**config.mk**
```make
export PLATFORM = sky130hd
export DESIGN_NAME = quad_decoder_flat
export DESIGN_NICKNAME = d
export VERILOG_FILES = /design/src/rtl/quad_decoder_if.sv /design/src/rtl/quad_decoder.sv /design/src/flat_wrapper.sv
export SDC_FILE = /design/constraint.sdc
export NUM_CORES = 1
export LEC_CHECK = 0
export CAP_MARGIN = 20
export CORE_UTILIZATION = 55
export DETAILED_ROUTE_END_ITERATION = 6
export PLACE_DENSITY = 0.89
export RECOVER_POWER = 100
export SLEW_MARGIN = 5
export SYNTH_ARGS = -nofsm -noshare
export SYNTH_HDL_FRONTEND = slang
export SYNTH_SLANG_ARGS = --single-unit
```
**constraint.sdc**
```tcl
create_clock -name clk -period 2.15 [get_ports clk]
set_clock_uncertainty 0.15 [all_clocks]
set_input_delay 0.5375 -clock clk [delete_from_list [all_inputs] [get_ports clk]]
set_output_delay 0.5375 -clock clk [all_outputs]
set_load 0.02 [all_outputs]
```
**src/rtl/quad_decoder_if.sv**
```systemverilog
// Encoder-side bundle for quad_decoder: raw A/B/Z lines and controls in,
// counter-facing step/direction/index events out.
interface quad_decoder_if;
    logic       enable;
    logic       qa;
    logic       qb;
    logic       qz;
    logic       err_clr;
    logic       counten;
    logic       inc;
    logic       clear;
    logic       err;
    logic [1:0] ab;

    modport master (
        output enable, qa, qb, qz, err_clr,
        input  counten, inc, clear, err, ab
    );

    modport slave (
        input  enable, qa, qb, qz, err_clr,
        output counten, inc, clear, err, ab
    );
endinterface

```
**src/rtl/quad_decoder.sv**
```systemverilog
// Quadrature-encoder front end: synchronises and glitch-filters A/B/Z, then
// turns Gray-code steps into counten/inc pulses and filtered index into clear.
module quad_decoder #(
    parameter int FILTER_LEN = 4
) (
    input  logic          clk,
    input  logic          reset,
    quad_decoder_if.slave bus
);

    localparam logic [3:0] FC_LAST = 4'(FILTER_LEN - 1);

    // channel order in all vectors below is {a, b, z}
    logic [2:0] meta;
    logic [2:0] sync;
    logic [2:0] filt;
    logic [3:0] fc [0:2];

    logic [1:0] prev_ab;
    logic       prev_z;
    logic       counten_r;
    logic       inc_r;
    logic       clear_r;
    logic       err_r;

    logic [1:0] cur_bin;
    logic [1:0] prev_bin;
    logic [1:0] delta;
    logic       step_fwd;
    logic       step_rev;
    logic       step_bad;

    // A channel only adopts a new level after it has disagreed with the
    // filtered value for FILTER_LEN consecutive cycles.
    always_ff @(posedge clk or posedge reset) begin
        if (reset) begin
            meta <= 3'b000;
            sync <= 3'b000;
            filt <= 3'b000;
            for (int i = 0; i < 3; i++) fc[i] <= 4'd0;
        end else begin
            meta <= {bus.qa, bus.qb, bus.qz};
            sync <= meta;
            for (int i = 0; i < 3; i++) begin
                if (sync[i] == filt[i]) begin
                    fc[i] <= 4'd0;
                end else if (fc[i] == FC_LAST) begin
                    filt[i] <= sync[i];
                    fc[i]   <= 4'd0;
                end else begin
                    fc[i] <= fc[i] + 4'd1;
                end
            end
        end
    end

    // Gray-to-binary makes the step direction a simple modulo-4 difference.
    always_comb begin
        cur_bin  = {filt[2], filt[2] ^ filt[1]};
        prev_bin = {prev_ab[1], prev_ab[1] ^ prev_ab[0]};
        delta    = cur_bin - prev_bin;
        step_fwd = (delta == 2'd1);
        step_rev = (delta == 2'd3);
        step_bad = (delta == 2'd2);
    end

    always_ff @(posedge clk or posedge reset) begin
        if (reset) begin
            prev_ab   <= 2'b00;
            prev_z    <= 1'b0;
            counten_r <= 1'b0;
            inc_r     <= 1'b1;
            clear_r   <= 1'b0;
            err_r     <= 1'b0;
        end else begin
            prev_ab   <= filt[2:1];
            prev_z    <= filt[0];
            counten_r <= bus.enable & (step_fwd | step_rev);
            clear_r   <= bus.enable & filt[0] & ~prev_z & (filt[2:1] == 2'b00);
            if (step_fwd) begin
                inc_r <= 1'b1;
            end else if (step_rev) begin
                inc_r <= 1'b0;
            end
            // a new illegal step outranks a simultaneous clear request
            if (bus.enable && step_bad) begin
                err_r <= 1'b1;
            end else if (bus.err_clr) begin
                err_r <= 1'b0;
            end
        end
    end

    assign bus.counten = counten_r;
    assign bus.inc     = inc_r;
    assign bus.clear   = clear_r;
    assign bus.err     = err_r;
    assign bus.ab      = filt[2:1];

endmodule

```
**src/flat_wrapper.sv**
```systemverilog
// flat-port wrapper written by rule: the top's interface ports become plain ports
module quad_decoder_flat 
#(
    parameter int FILTER_LEN = 4
)
  (clk, reset, bus_enable, bus_qa, bus_qb, bus_qz, bus_err_clr, bus_counten, bus_inc, bus_clear, bus_err, bus_ab);
  quad_decoder_if bus_i ();
  input  logic clk;
  input  logic reset;
  input wire logic [$bits(bus_i.enable)-1:0] bus_enable;
  input wire logic [$bits(bus_i.qa)-1:0] bus_qa;
  input wire logic [$bits(bus_i.qb)-1:0] bus_qb;
  input wire logic [$bits(bus_i.qz)-1:0] bus_qz;
  input wire logic [$bits(bus_i.err_clr)-1:0] bus_err_clr;
  output wire logic [$bits(bus_i.counten)-1:0] bus_counten;
  output wire logic [$bits(bus_i.inc)-1:0] bus_inc;
  output wire logic [$bits(bus_i.clear)-1:0] bus_clear;
  output wire logic [$bits(bus_i.err)-1:0] bus_err;
  output wire logic [$bits(bus_i.ab)-1:0] bus_ab;
  assign bus_i.enable = bus_enable;
  assign bus_i.qa = bus_qa;
  assign bus_i.qb = bus_qb;
  assign bus_i.qz = bus_qz;
  assign bus_i.err_clr = bus_err_clr;
  assign bus_counten = bus_i.counten;
  assign bus_inc = bus_i.inc;
  assign bus_clear = bus_i.clear;
  assign bus_err = bus_i.err;
  assign bus_ab = bus_i.ab;
  quad_decoder #(.FILTER_LEN(FILTER_LEN)) u_core (.clk(clk), .reset(reset), .bus(bus_i));
endmodule
```
Word level (Yosys, flattened, before mapping)
Index checks and enable logic that the tools add are counted.
W data, S select, Z words.
{ "op_classes": {"addsub": 4, "n_mul": 0, "div_mod_pow": 0, "order_cmp": 0, "eq_ne": 9, "shifts": 0, "mux": 10, "bitwise": 11, "n_reduce_logical": 7} }
{ "op_table": {"columns": ["operator", "count"], "rows": [
  ["$mux W4", 6],
  ["$add A4 B1 Y4 const B", 3],
  ["$eq A4 B2 Y1 const B", 3],
  ["$reduce_and A2 Y1", 3],
  ["$and A1 B1 Y1", 4],
  ["$eq A2 B2 Y1 const B", 2],
  ["$mux W1", 4],
  ["$not A1 Y1", 4],
  ["$reduce_bool A2 Y1", 2],
  ["$eq A1 B1 Y1", 3],
  ["$eq A2 B1 Y1 const B", 1],
  ["$logic_not A2 Y1", 1],
  ["$sub A2 B2 Y2", 1],
  ["$xor A1 B1 Y1", 2],
  ["$logic_and A1 B1 Y1", 1],
  ["$or A1 B1 Y1", 1]
]} }
{ "word_totals": {"reg_bits": 28, "latchBits": 0, "ram_bits": 0, "romBits": 0, "in_bits": 7, "out_inout_bits": 6, "elab_cells": 55, "mem_count": 0} }

Depth between registers and ports, before layout
{ "depth": {"depth_word": 5, "ltp_mapped": 6, "depth_no_buf": 6} }

Least setup slack after synthesis
OpenSTA, ideal clock, no wires.
{ "synth_timing": {"path_type": "flip-flop to flip-flop", "start": "register u_core.filt[2]", "end": "register u_core.err_r (netlist: u_core.bus.err)", "setup_time_ns": 0.135, "arrival_ns": 1.182, "t_required_ns": 1.865, "setup_slack_ns": 0.684, "path_stages_with_launch": 7, "path_buffers": 0, "period_less_slack_ns": 1.466, "cell_sequence": "dfrtp_1 inv_1 ha_1 inv_1 ha_1 nand2_1 o22ai_1"} }
{ "synth_between": {"elab_chain_cells": 5, "elab_cells_between_ends": 6, "cone_classes": "add/sub: 1; eq/ne: 1; mux: 1; bitwise: 1; reduce/logical: 2"} }
{ "synth_lines": {"columns": ["element", "line_no", "source"], "rows": [
  ["from (decl)", "quad_decoder.sv:16", "logic [2:0] filt;"],
  ["from (signal, indexed assignment)", "quad_decoder.sv:48", "filt[i] <= sync[i];"],
  ["$xor A1 B1 Y1", "quad_decoder.sv:59", "cur_bin = {filt[2], filt[2] ^ filt[1]};"],
  ["$sub A2 B2 Y2 *", "quad_decoder.sv:61", "delta = cur_bin - prev_bin;"],
  ["$eq A2 B2 Y1 *", "quad_decoder.sv:64", "step_bad = (delta == 2'd2);"],
  ["$logic_and A1 B1 Y1 *", "quad_decoder.sv:86", "if (bus.enable && step_bad) begin"],
  ["$mux W1 / $reduce_bool A2 Y1 (equally long branches)", null, null],
  ["to (signal assigned)", "quad_decoder.sv:74", "err_r <= 1'b0;"],
  ["to (signal assigned)", "quad_decoder.sv:87", "err_r <= 1'b1;"],
  ["to (signal assigned)", "quad_decoder.sv:89", "err_r <= 1'b0;"],
  ["to (decl)", "quad_decoder.sv:24", "logic err_r;"]
]} }
Mark *: on every way between the ends. The rest lies on a longest branch, timed or not.
A chain may end at the register's enable or synchronous reset.

Final worst setup path
{ "layout_timing": {"start": "register u_core.filt[2]", "end": "output port bus_ab[1]"} }
{ "layout_lines": {"columns": ["element", "line_no", "source"], "rows": [
  ["to (decl)", "flat_wrapper.sv:19", "output wire logic [$bits(bus_i.ab)-1:0] bus_ab;"]
]} }
No word-level cell between the ends.

==> flow_summary.yaml <==
floorplan:
  die_w_um: 46.4
  core_mm2: 0.00178
  dieArea_mm2: 0.00215
  dieHeight_um: 46.4
  rows: 15
  start_util_pct: 60.8
  io_pins: 13
setup_path:
  critPathRequiredTime_ns: 1.46
  worst_setup_path_start_kind: "flip-flop"
  critPathTopFamily: "buffers and inverters"
  worst-setup-path-type: "reg -> out"
  crit_arrival_ns: 1.40
  crit_chain: "clkdlybuf4s50_1"
  reg2reg_to: "u_core.bus.inc$_DFFE_PP1P_"
  reg2regPathDepth: 5
  path_max_fanout: 5
  critPathBufInv: 1
  cpPeakStageDelay_ns: 0.63
  setup.worst_path.end_class: "output pin"
  crit-reg2reg-launch: "u_core.filt[2]$_DFFE_PP0P_"
  critPathSlowestCell: "clkdlybuf4s50_1"
  r2r_slack_ns: 0.55
clocking:
  cts_made_buffers: 3
  clk_pin_slew_ns: 0.14
  cts_hold_buf: 0
  cts_setup_buffers: 0
  cts_tree: "built"
  insertion_delay_ns: 0.31
  clock-root-buffer: "clkbuf_4"
  cts-resized-gates: 1
  cts-htree-levels: 1
  cts_sinks: 28
  cts_buffer_depth: 2
grt:
  grt_use_total_pct: 16.5
  grt-ovfl-total: 0
  grt_antenna_before_repair: 0
  first_global_vias: 601
  grt_pass1_wl_um: 2420
  grt_max_degree: 29
pwr:
  leakagePower_uw: 0.000579
  ir_worst_vdd_mv: 0.781
  power_density_mw_per_mm2: 1210
synthesis:
  syn_inst: 84
  synth-async-reset-ratio_pct: 100
  syn-num-nets: 96
  synthTopCellsByCount: "dfrtp_1 (27), ha_1 (5), inv_1 (5), xnor2_1 (5)"
  yosys_warnings: 0
  yosysSeqAreaShare_pct: 64.7
  syn_area_mm2: 0.00108
  synth-edff-count: 0
  yosysTopAreaCellShare_pct: 62.3
  ys_ff_latch: 28
  yosys-top-cells-area: "dfrtp_1 (62%), ha_1 (5.8%), xnor2_1 (4.0%)"
  ys.flop_type: "dfrtp_1"
  avgSynthCellArea_um2: 12.9
  yosysTopAreaCell: "dfrtp_1"
  synth.most_common_cell: "dfrtp_1"
  netlist-cell-type-count: 22
layout:
  areaGrowthSynthToFinish_pct: 15.8
  diodes: 0
  fin_nets: 112
  nFillCells: 127
  drive_above_1_share_pct: 7.07
timing:
  hold_viol_final: 0
  period_share_pct: 97.3
  worst_pin_slew_ns: 0.659
  setup_viol: 0
  post-route-min-period_ns: 2.09
  slew_viol_final: 0
  slew_headroom_pct: 56.1
  tns_ns: 0
  rsz0062_at_grt: "no"
  max_freq_mhz: 478
  worst_slack_ns: 0.0582
place:
  place_ws_ns: 0.358
  gp_congestion: 0.717
  port_buffers: 12
  dp_hpwl_um: 1060
hold_path:
  holdPathStages: 0
  hold_class: "reg -> reg"
  hold_path_end: "u_core.sync[1]$_DFF_PP0_"
  hold_start: "u_core.meta[1]$_DFF_PP0_"
job:
  max_cap_violations: 0
drt:
  vias_per_cell: 5.10
  drtIter0Drc: 7
  drc: 0
  vias: 632
  ant_nets: 0
  post_drt_wl_per_cell_um: 11.7
  drt_first_pass_iters: 4
  drt-total-wl_um: 1450
outcome:
  outcome: "finished clean"
-- final cells by class --
class                           instances  area (um^2)  area share [%]
Clock buffer                            4         36.3            2.89
Inverter                                5         18.8            1.49
Multi-Input combinational cell         49          344            27.4
Sequential cell                        28          702            55.9
Tap cell                               25         31.3            2.49
Timing Repair Buffer                   13          124            9.86
-- report_power, final --
| part | total [uW] | switching [uW] | internal (uW) | leakage (uW) |
|---|---|---|---|---|
| clock | 244 | 140 | 103 | 0.0000210 |
| combinational | 525 | 274 | 251 | 0.000202 |
| sequential | 755 | 86.9 | 668 | 0.000356 |
| total | 1520 | 501 | 1020 | 0.000579 |
-- flip-flops by register name (all words and copies together), names as in the netlist --
signal / cells
u_core.bus.clear: 1
u_core.bus.counten: 1
u_core.bus.err: 1
u_core.bus.inc: 1
u_core.fc: 12
u_core.filt: 3
u_core.meta: 3
u_core.prev_ab: 2
u_core.prev_z: 1
u_core.sync: 3
-- metrics by stage --
stage | utilization, % | std cells | total power, uW | area (um^2) | hold slack, ns
3_5_place_dp | 68.9 | 120 | 1320 | 1230 | 0.186
2_1_floorplan | - | 84 | 1160 | 1080 | 0.181
6_report | 70.5 | 124 | 1520 | 1260 | 0.214
4_1_cts | 70.9 | 124 | 1550 | 1260 | 0.218
3_3_place_gp | 68.9 | 120 | 1290 | 1230 | 0.182
5_1_grt | 70.5 | 124 | 1640 | 1260 | 0.224
-- worst max-delay path by stage --
stage	endpoint	cells after the start	startpoint
5_1_grt	bus_ab[1]	1	u_core.filt[2]$_DFFE_PP0P_
4_1_cts	bus_ab[1]	1	u_core.filt[2]$_DFFE_PP0P_
6_report	bus_ab[1]	1	u_core.filt[2]$_DFFE_PP0P_
3_3_place_gp	bus_inc	1	u_core.bus.inc$_DFFE_PP1P_
3_5_place_dp	bus_inc	1	u_core.bus.inc$_DFFE_PP1P_
2_1_floorplan	u_core.bus.err$_DFFE_PP0P_	6	u_core.filt[2]$_DFFE_PP0P_
-- logic make-up (layout without fill, tap and decap cells) --
kind of cell | Yosys count | after routing | synth area share [%]
AO/OA/AOI/OAI | 7 | 7 | 3.34
XOR/XNOR | 9 | 9 | 7.27
adder cells (fa/ha/maj) | 5 | 5 | 5.77
buffers and inverters | 7 | 22 | 3.11
flip-flops | 28 | 28 | 64.7
multiplexers | 1 | 1 | 1.04
AND/OR/NAND/NOR | 27 | 27 | 14.8
-- cells in the final DEF, fill, tap and decap left out --
| cell | netlist | final |
|---|---|---|
| nand2_1 | 4 | 4 |
| nor3_1 | 3 | 3 |
| inv_1 | 5 | 5 |
| xnor2_1 | 5 | 5 |
| mux2_2 | 1 | 1 |
| nor3b_1 | 2 | 3 |
| o21ai_0 | 2 | 3 |
| and4b_1 | 1 | 1 |
| nand3b_1 | 3 | 3 |
| clkbuf_2 | 0 | 1 |
| nand3_1 | 3 | 3 |
| ha_1 | 5 | 5 |
| dfrtp_1 | 27 | 27 |
| xor2_1 | 4 | 4 |
| o22ai_1 | 1 | 1 |
| nand2b_1 | 3 | 3 |
| clkbuf_4 | 0 | 3 |
| dlygate4sd2_1 | 0 | 1 |
| dlygate4sd3_1 | 0 | 7 |
| a21oi_1 | 3 | 3 |
| clkbuf_8 | 0 | 1 |
| nor2_1 | 3 | 3 |
| dfstp_2 | 1 | 1 |
| nor2b_1 | 4 | 4 |
| clkdlybuf4s50_1 | 0 | 4 |
-- routing by layer --
metal	routed length (um)	share of wire, %	track usage (%)
met5	0	0	0
met4	50	3.4	12.9
met3	48	3.3	2.35
met2	652	45	26.1
met1	702	48	20.1
Note: power is estimated with default switching activity, not from simulation.
